File: config.mk
export PLATFORM = sky130hd
export DESIGN_NAME = cdc_bus_arbiter_flat
export DESIGN_NICKNAME = d
export VERILOG_FILES = /design/src/rtl/cdc_bus_arbiter_pkg.sv /design/src/rtl/cdc_bus_arbiter_if.sv /design/src/rtl/cdc_bus_arbiter_rr_arbiter.sv /design/src/rtl/cdc_bus_arbiter.sv /design/src/flat_wrapper.sv
export SDC_FILE = /design/constraint.sdc
export NUM_CORES = 1
export LEC_CHECK = 0
export CAP_MARGIN = 20
export CORE_UTILIZATION = 38
export DETAILED_ROUTE_END_ITERATION = 7
export PLACE_DENSITY = 0.79
export SYNTH_ARGS = -nofsm -noshare
export SYNTH_HDL_FRONTEND = slang
export SYNTH_HIERARCHICAL = 1
export SYNTH_SLANG_ARGS = --single-unit
File: constraint.sdc
create_clock -name clk_in -period 2.85 [get_ports clk_in]
set_clock_uncertainty 0.1 [all_clocks]
set_input_delay 0.285 -clock clk_in [delete_from_list [all_inputs] [get_ports clk_in]]
set_output_delay 0.285 -clock clk_in [all_outputs]
set_load 0.01 [all_outputs]
File: src/rtl/cdc_bus_arbiter_pkg.sv
// Shared types and helpers for the round-robin bundled-data crossing arbiter.
package cdc_bus_arbiter_pkg;

  typedef enum logic [1:0] {
    ST_IDLE     = 2'd0,
    ST_SETTLE   = 2'd1,
    ST_WAIT_ACK = 2'd2,
    ST_ERR      = 2'd3
  } arb_state_e;

  localparam int DEF_N_REQ   = 4;
  localparam int DEF_AW      = 4;
  localparam int DEF_DW      = 8;
  localparam int DEF_SETTLE  = 2;
  localparam int DEF_TIMEOUT = 255;

  // Minimum width able to count 0..value-1; never below one bit.
  function automatic int clog2(input int value);
    int r;
    r = 1;
    for (int i = 1; i < 31; i++) begin
      if ((32'sd1 << i) < value) begin
        r = i + 1;
      end
    end
    return r;
  endfunction

endpackage

File: src/rtl/cdc_bus_arbiter_if.sv
// Requester/crossing bundle for cdc_bus_arbiter; slave modport is the arbiter view.
interface cdc_bus_arbiter_if
  import cdc_bus_arbiter_pkg::*;
#(
  parameter int N_REQ = DEF_N_REQ,
  parameter int AW    = DEF_AW,
  parameter int DW    = DEF_DW
) ();

  localparam int IW = clog2(N_REQ);

  logic [N_REQ-1:0]    req_valid;
  logic [N_REQ*AW-1:0] req_addr;
  logic [N_REQ*DW-1:0] req_data;
  logic [N_REQ-1:0]    req_ready;
  logic [AW-1:0]       bus_addr;
  logic [DW-1:0]       bus_data;
  logic                bus_req_tgl;
  logic                bus_ack_tgl;
  logic                busy;
  logic [IW-1:0]       grant_id;
  logic                err;

  modport master (
    output req_valid, req_addr, req_data, bus_ack_tgl,
    input  req_ready, bus_addr, bus_data, bus_req_tgl, busy, grant_id, err
  );

  modport slave (
    input  req_valid, req_addr, req_data, bus_ack_tgl,
    output req_ready, bus_addr, bus_data, bus_req_tgl, busy, grant_id, err
  );

endinterface

File: src/rtl/cdc_bus_arbiter_rr_arbiter.sv
// Combinational round-robin pick: first valid strictly after ptr, wrapping to index 0.
module rr_arbiter
  import cdc_bus_arbiter_pkg::*;
#(
  parameter int N_REQ = DEF_N_REQ,
  parameter int IW    = clog2(DEF_N_REQ)
) (
  input  logic [N_REQ-1:0] valid,
  input  logic [IW-1:0]    ptr,
  output logic [N_REQ-1:0] grant,
  output logic [IW-1:0]    idx,
  output logic             any
);

  // Two passes: indices above the pointer first, then the wrapped lower half.
  always_comb begin
    grant = {N_REQ{1'b0}};
    idx   = {IW{1'b0}};
    any   = 1'b0;
    for (int i = 0; i < N_REQ; i++) begin
      if (!any && valid[i] && (IW'(i) > ptr)) begin
        any      = 1'b1;
        grant[i] = 1'b1;
        idx      = IW'(i);
      end else begin
        any = any;
      end
    end
    for (int i = 0; i < N_REQ; i++) begin
      if (!any && valid[i] && (IW'(i) <= ptr)) begin
        any      = 1'b1;
        grant[i] = 1'b1;
        idx      = IW'(i);
      end else begin
        any = any;
      end
    end
  end

endmodule

File: src/rtl/cdc_bus_arbiter.sv
// Round-robin sequencer sharing one addr/data + request-toggle crossing among N_REQ requesters.
// Optional ack timeout with sticky err and ERR lock-up when CDC_ARB_TIMEOUT_EN is defined.
module cdc_bus_arbiter
  import cdc_bus_arbiter_pkg::*;
#(
  parameter int N_REQ   = DEF_N_REQ,
  parameter int AW      = DEF_AW,
  parameter int DW      = DEF_DW,
  parameter int SETTLE  = DEF_SETTLE,
  parameter int TIMEOUT = DEF_TIMEOUT
) (
  input  logic              clk_in,
  input  logic              rst,
  cdc_bus_arbiter_if.slave  bus
);

  localparam int IW = clog2(N_REQ);
  localparam int SW = clog2(SETTLE + 1);

  arb_state_e       state_r;
  logic [IW-1:0]    ptr_r;
  logic [SW-1:0]    settle_cnt_r;
  logic             tgl_r;
  logic [AW-1:0]    addr_r;
  logic [DW-1:0]    data_r;
  logic [IW-1:0]    grant_id_r;
  logic [N_REQ-1:0] grant_s;
  logic [IW-1:0]    win_idx_s;
  logic             win_any_s;

`ifdef CDC_ARB_TIMEOUT_EN
  localparam int TW = clog2(TIMEOUT + 1);
  logic [TW-1:0] wait_cnt_r;
  logic          err_r;
  assign bus.err = err_r;
`else
  assign bus.err = 1'b0;
`endif

  rr_arbiter #(.N_REQ(N_REQ), .IW(IW)) u_rr (
    .valid (bus.req_valid),
    .ptr   (ptr_r),
    .grant (grant_s),
    .idx   (win_idx_s),
    .any   (win_any_s)
  );

  // Accept is only offered from IDLE, which keeps ready one-hot and one pulse per transfer.
  assign bus.req_ready   = (state_r == ST_IDLE) ? grant_s : {N_REQ{1'b0}};
  assign bus.bus_addr    = addr_r;
  assign bus.bus_data    = data_r;
  assign bus.bus_req_tgl = tgl_r;
  assign bus.grant_id    = grant_id_r;
  assign bus.busy        = (state_r != ST_IDLE);

  // Transfer FSM: latch winner, hold data SETTLE cycles, flip toggle, wait for matching ack.
  always_ff @(posedge clk_in) begin
    if (rst) begin
      state_r      <= ST_IDLE;
      ptr_r        <= IW'(N_REQ - 1);
      settle_cnt_r <= {SW{1'b0}};
      tgl_r        <= 1'b0;
      addr_r       <= {AW{1'b0}};
      data_r       <= {DW{1'b0}};
      grant_id_r   <= {IW{1'b0}};
`ifdef CDC_ARB_TIMEOUT_EN
      wait_cnt_r   <= {TW{1'b0}};
      err_r        <= 1'b0;
`endif
    end else begin
      case (state_r)
        ST_IDLE: begin
          if (win_any_s) begin
            addr_r       <= bus.req_addr[int'(win_idx_s)*AW +: AW];
            data_r       <= bus.req_data[int'(win_idx_s)*DW +: DW];
            grant_id_r   <= win_idx_s;
            ptr_r        <= win_idx_s;
            settle_cnt_r <= {SW{1'b0}};
            state_r      <= ST_SETTLE;
          end else begin
            state_r <= ST_IDLE;
          end
        end
        ST_SETTLE: begin
          if (settle_cnt_r == SW'(SETTLE - 1)) begin
            tgl_r   <= ~tgl_r;
            state_r <= ST_WAIT_ACK;
`ifdef CDC_ARB_TIMEOUT_EN
            wait_cnt_r <= {TW{1'b0}};
`endif
          end else begin
            settle_cnt_r <= settle_cnt_r + SW'(1);
          end
        end
        ST_WAIT_ACK: begin
          // Compared against the already-flipped toggle, so a match can only land here.
          if (bus.bus_ack_tgl == tgl_r) begin
            state_r <= ST_IDLE;
`ifdef CDC_ARB_TIMEOUT_EN
          end else if (wait_cnt_r == TW'(TIMEOUT - 1)) begin
            state_r <= ST_ERR;
            err_r   <= 1'b1;
          end else begin
            wait_cnt_r <= wait_cnt_r + TW'(1);
`else
          end else begin
            state_r <= ST_WAIT_ACK;
`endif
          end
        end
`ifdef CDC_ARB_TIMEOUT_EN
        ST_ERR: begin
          state_r <= ST_ERR;
        end
`endif
        default: begin
          state_r <= ST_IDLE;
        end
      endcase
    end
  end

endmodule

File: src/flat_wrapper.sv
// flat-port wrapper written by rule: the top's interface ports become plain ports
module cdc_bus_arbiter_flat import cdc_bus_arbiter_pkg::*;
#(
  parameter int N_REQ   = DEF_N_REQ,
  parameter int AW      = DEF_AW,
  parameter int DW      = DEF_DW,
  parameter int SETTLE  = DEF_SETTLE,
  parameter int TIMEOUT = DEF_TIMEOUT
)
  (clk_in, rst, bus_req_valid, bus_req_addr, bus_req_data, bus_bus_ack_tgl, bus_req_ready, bus_bus_addr, bus_bus_data, bus_bus_req_tgl, bus_busy, bus_grant_id, bus_err);
  cdc_bus_arbiter_if #(.N_REQ(N_REQ), .AW(AW), .DW(DW)) bus_i ();
  input  logic clk_in;
  input  logic rst;
  input wire logic [$bits(bus_i.req_valid)-1:0] bus_req_valid;
  input wire logic [$bits(bus_i.req_addr)-1:0] bus_req_addr;
  input wire logic [$bits(bus_i.req_data)-1:0] bus_req_data;
  input wire logic [$bits(bus_i.bus_ack_tgl)-1:0] bus_bus_ack_tgl;
  output wire logic [$bits(bus_i.req_ready)-1:0] bus_req_ready;
  output wire logic [$bits(bus_i.bus_addr)-1:0] bus_bus_addr;
  output wire logic [$bits(bus_i.bus_data)-1:0] bus_bus_data;
  output wire logic [$bits(bus_i.bus_req_tgl)-1:0] bus_bus_req_tgl;
  output wire logic [$bits(bus_i.busy)-1:0] bus_busy;
  output wire logic [$bits(bus_i.grant_id)-1:0] bus_grant_id;
  output wire logic [$bits(bus_i.err)-1:0] bus_err;
  assign bus_i.req_valid = bus_req_valid;
  assign bus_i.req_addr = bus_req_addr;
  assign bus_i.req_data = bus_req_data;
  assign bus_i.bus_ack_tgl = bus_bus_ack_tgl;
  assign bus_req_ready = bus_i.req_ready;
  assign bus_bus_addr = bus_i.bus_addr;
  assign bus_bus_data = bus_i.bus_data;
  assign bus_bus_req_tgl = bus_i.bus_req_tgl;
  assign bus_busy = bus_i.busy;
  assign bus_grant_id = bus_i.grant_id;
  assign bus_err = bus_i.err;
  cdc_bus_arbiter #(.N_REQ(N_REQ), .AW(AW), .DW(DW), .SETTLE(SETTLE), .TIMEOUT(TIMEOUT)) u_core (.clk_in(clk_in), .rst(rst), .bus(bus_i));
endmodule
==> impl_metrics.env <==
export IMPL_routed_via_density=5.041
export IMPL_dp_cells=263
export IMPL_core_rowCount=21
export IMPL_required_ns=2.47
export IMPL_numCtsBuffers=3
export IMPL_gp_congestion=0.8349
export IMPL_crit_arrival_ns=2.05
export IMPL_worstPathMaxFanout=14
export IMPL_syn_inst=151
export IMPL_r2r_slack_ns=0.68
export IMPL_grt_ovfl_total=0
export IMPL_worst_setup_path_type="flip-flop to output port"
export IMPL_final_nets=278
export IMPL_stdcell_area_um2=2147
export IMPL_grt_pass1_wl_mm=5.099
export IMPL_dr_total_vias=1346
export IMPL_dr_pass1_iters=4
export IMPL_path_clk_slew_ns=0.11
export IMPL_crit_buf_inv=1
export IMPL_p_sw_mw=0.2618
export IMPL_root_buffer="clkbuf_4"
export IMPL_grt_util_met1=0.2272
export IMPL_startpoint="u_core/ptr_r[1]$_SDFFE_PP1P_"
export IMPL_dpl_cell_area_um2=2121
export IMPL_yosysSeqAreaShare=0.3071
export IMPL_grt_usage=0.1787
export IMPL_post_cts_resized=0
export IMPL_rr_worst_depth=7
export IMPL_power_density_nw_per_um2=410.3
export IMPL_endpoint_kind="output port"
export IMPL_yosys_warnings=6
export IMPL_finalPower_mw=0.8809
export IMPL_routed_wl_mm=3.452
export IMPL_drc=0
export IMPL_start_kind="flip-flop"
export IMPL_post_cts_setup_buffers=0
export IMPL_finalCritPeriodShare=0.8556
export IMPL_clockBufferDepth=2
export IMPL_setup_viol=0
export IMPL_min_path_type="flip-flop to flip-flop"
export IMPL_gr_usage_met2=0.3070
export IMPL_ys_types=35
export IMPL_worst_pin_slew_ns=0.8251
export IMPL_grtUsageMet3=0.03727
export IMPL_core_um2=3390
export IMPL_period_minus_slack_ns=2.438
export IMPL_holdWs_ns=0.3594
export IMPL_cts_htree_levels=1
export IMPL_avgSynthCellArea_um2=9.065
export IMPL_netlist_area_um2=1369
export IMPL_place_ws_ns=0.4191
export IMPL_fmax_mhz=410.1
export IMPL_ctsHoldBuffers=0
export IMPL_crit_family="flip-flops"
export IMPL_final_cells=267
export IMPL_start_util=0.4038
export IMPL_drive_above_1_share=0.1222
export IMPL_leakagePower_nw=0.7926
export IMPL_rsz0062_at_grt="no"
export IMPL_hold_viol=0
export IMPL_cts_tree="done"
export IMPL_switching_share=0.2972
export IMPL_die_h_um=62.02
export IMPL_diodes=0
export IMPL_r2r_start="u_core/ptr_r[1]$_SDFFE_PP1P_"
export IMPL_post_dp_hpwl_mm=2.708
export IMPL_relSlewSlack=0.4475
export IMPL_final_core_util=0.6334
export IMPL_internal_power_mw=0.6191
export IMPL_status="finished clean"
export IMPL_io_buffers=74
export IMPL_worstSetupEndpoint="bus_req_ready[0]"
export IMPL_chipWidth_um=62.02
export IMPL_grt_start_max_net_pins=22
export IMPL_dr_first_iter_drc_count=29
export IMPL_grt_pass1_vias=1170
export IMPL_finalSetupTns_ns=0
export IMPL_combPwrFrac=0.435
export IMPL_ir_drop_mv=0.2712
export IMPL_cts_sinks=21
export IMPL_clkLatencyLatePin_ns=0.30
export IMPL_area_growth_pct=56.86
export IMPL_ioPinCount=76
export IMPL_p_clk_frac=0.159
export IMPL_crit_slowest_cell="dfxtp_1"
export IMPL_ant_nets=0
export IMPL_cap_violations=0
export IMPL_ys_seq_elements=21
export IMPL_finalMaxSlewViolations=0
export IMPL_syn_nets=207
export IMPL_r2r_end="u_core/bus.bus_data[1]$_SDFFE_PP0P_"
export IMPL_worst_slack_ns=0.4115
export IMPL_wl_per_cell_um=12.93
export IMPL_p_seq_frac=0.406
export IMPL_crit_chain="and2b_4, nor2_2, o221a_1, and2_1, clkdlybuf4s50_1"
export IMPL_busiest_layer="met2"
export IMPL_die_area_um2=3846
export IMPL_max_stage_delay_ns=0.61
export IMPL_antenna_found_initial=0
export IMPL_crit_cells=5
==> sequential cells by signal, indices dropped and copies added (netlist names) <==
name and cells:
u_core/bus.bus_addr 4, u_core/bus.bus_data 8, u_core/bus.bus_req_tgl 1, u_core/bus.grant_id 2, u_core/ptr_r 2, u_core/settle_cnt_r 2
u_core/state_r 2
==> layout by cell type (no fill, tap or decap), drive strengths merged, types with 2 or more instances in the layout <==
cell           Yosys  layout
mux4              12      12
and2               7       7
buf               11       5
nor2               6       6
a211oi             3       3
o21bai             3       3
nand3b             2       2
nand2b             2       2
a21oi             22      22
nor2b              2       2
dfxtp             21      21
clkdlybuf4s50      0      74
nor3               2       2
clkbuf             2       4
inv                4       4
xor2               2       2
o21ai              5       5
nand2             33      33
==> power groups by stage <==
stage                     registers, mW  logic, mW  clock network (mW)
after floorplan                   0.364      0.217                   0
after global placement            0.364      0.379                   0
after detailed placement          0.365      0.385                   0
after CTS                         0.359      0.386               0.145
after global routing              0.364      0.417               0.156
final                             0.358      0.383               0.140
==> synthesized netlist by cell type <==
master	n	area (um^2)
nand2_1	33	123.9
dfxtp_1	21	420.4
a21oi_1	20	100.1
mux4_2	12	270.3
and2_1	7	43.79
buf_6	6	67.56
nor2_1	5	18.77
buf_2	4	20.02
inv_1	4	15.01
o21ai_0	3	15.01
o21bai_1	3	22.52
a211oi_1	2	15.01
a21oi_2	2	17.52
clkbuf_1	2	7.510
nand2b_1	2	12.51
nand3b_1	2	15.01
nor2b_1	2	12.51
nor3_1	2	10.01
o21ai_1	2	10.01
xor2_1	2	17.52
a211oi_2	1	12.51
a21boi_1	1	7.510
a2bb2oi_1	1	8.760
and2b_4	1	10.01
buf_4	1	7.510
conb_1	1	3.750
ha_1	1	12.51
nor2_2	1	6.260
nor3b_2	1	12.51
o211a_1	1	10.01
o21a_1	1	7.510
o221a_1	1	11.26
o221ai_1	1	8.760
o22ai_1	1	6.260
or3b_1	1	8.760
==> worst reg2reg max path: cells and delay by family (launching register included) <==
kind	cells	cell delay (ns)
buffers and inverters	1	0.19
flip-flops	1	0.61
multiplexers	1	0.51
AND/OR/NAND/NOR	2	0.26
AO/OA/AOI/OAI	3	0.37
==> cells by family (layout without fill, tap and decap cells) <==
group                      count (synthesis)  after routing  synth area share
buffers and inverters                     17             87           0.08592
DFF                                       21             21            0.3071
adders and majority gates                  1              1          0.009139
and+or+nand+nor                           57             57            0.2002
other                                      1              1          0.002740
AOI/OAI and AO/OA                         40             40            0.1846
muxes                                     12             12            0.1974
xor gates and xnor gates                   2              2           0.01280
==> routing by layer <==
layer  part of all wire  vias up  routed length, um
met5                  0        -                  0
met3              0.040        4                139
met4              0.012        0                 40
li1                   -      672                  -
met1               0.42      633               1464
met2               0.52       37               1808
==> worst min-delay path by stage <==
stage	start	slack [ns]	depth (start not counted)	end
after CTS	u_core/bus.bus_data[2]$_SDFFE_PP0P_	0.36	2	u_core/bus.bus_data[2]$_SDFFE_PP0P_
after floorplan	rst	0.26	1	u_core/state_r[0]$_SDFFE_PP0P_
after global routing	u_core/bus.bus_data[1]$_SDFFE_PP0P_	0.37	2	u_core/bus.bus_data[1]$_SDFFE_PP0P_
after global placement	u_core/bus.bus_data[2]$_SDFFE_PP0P_	0.34	2	u_core/bus.bus_data[2]$_SDFFE_PP0P_
final	u_core/bus.bus_data[2]$_SDFFE_PP0P_	0.36	2	u_core/bus.bus_data[2]$_SDFFE_PP0P_
after detailed placement	u_core/bus.bus_data[2]$_SDFFE_PP0P_	0.35	2	u_core/bus.bus_data[2]$_SDFFE_PP0P_
==> area by class of cell <==
class | instances | area (um^2)
fillers | 300 | 1242
multi-input cells | 113 | 837.1
repair buffers | 79 | 790.8
flip-flops and latches | 21 | 420.4
well taps | 46 | 57.56
clock buffers | 4 | 26.28
inverters | 4 | 15.01
No activity file was read; power rests on OpenSTA's default activity.
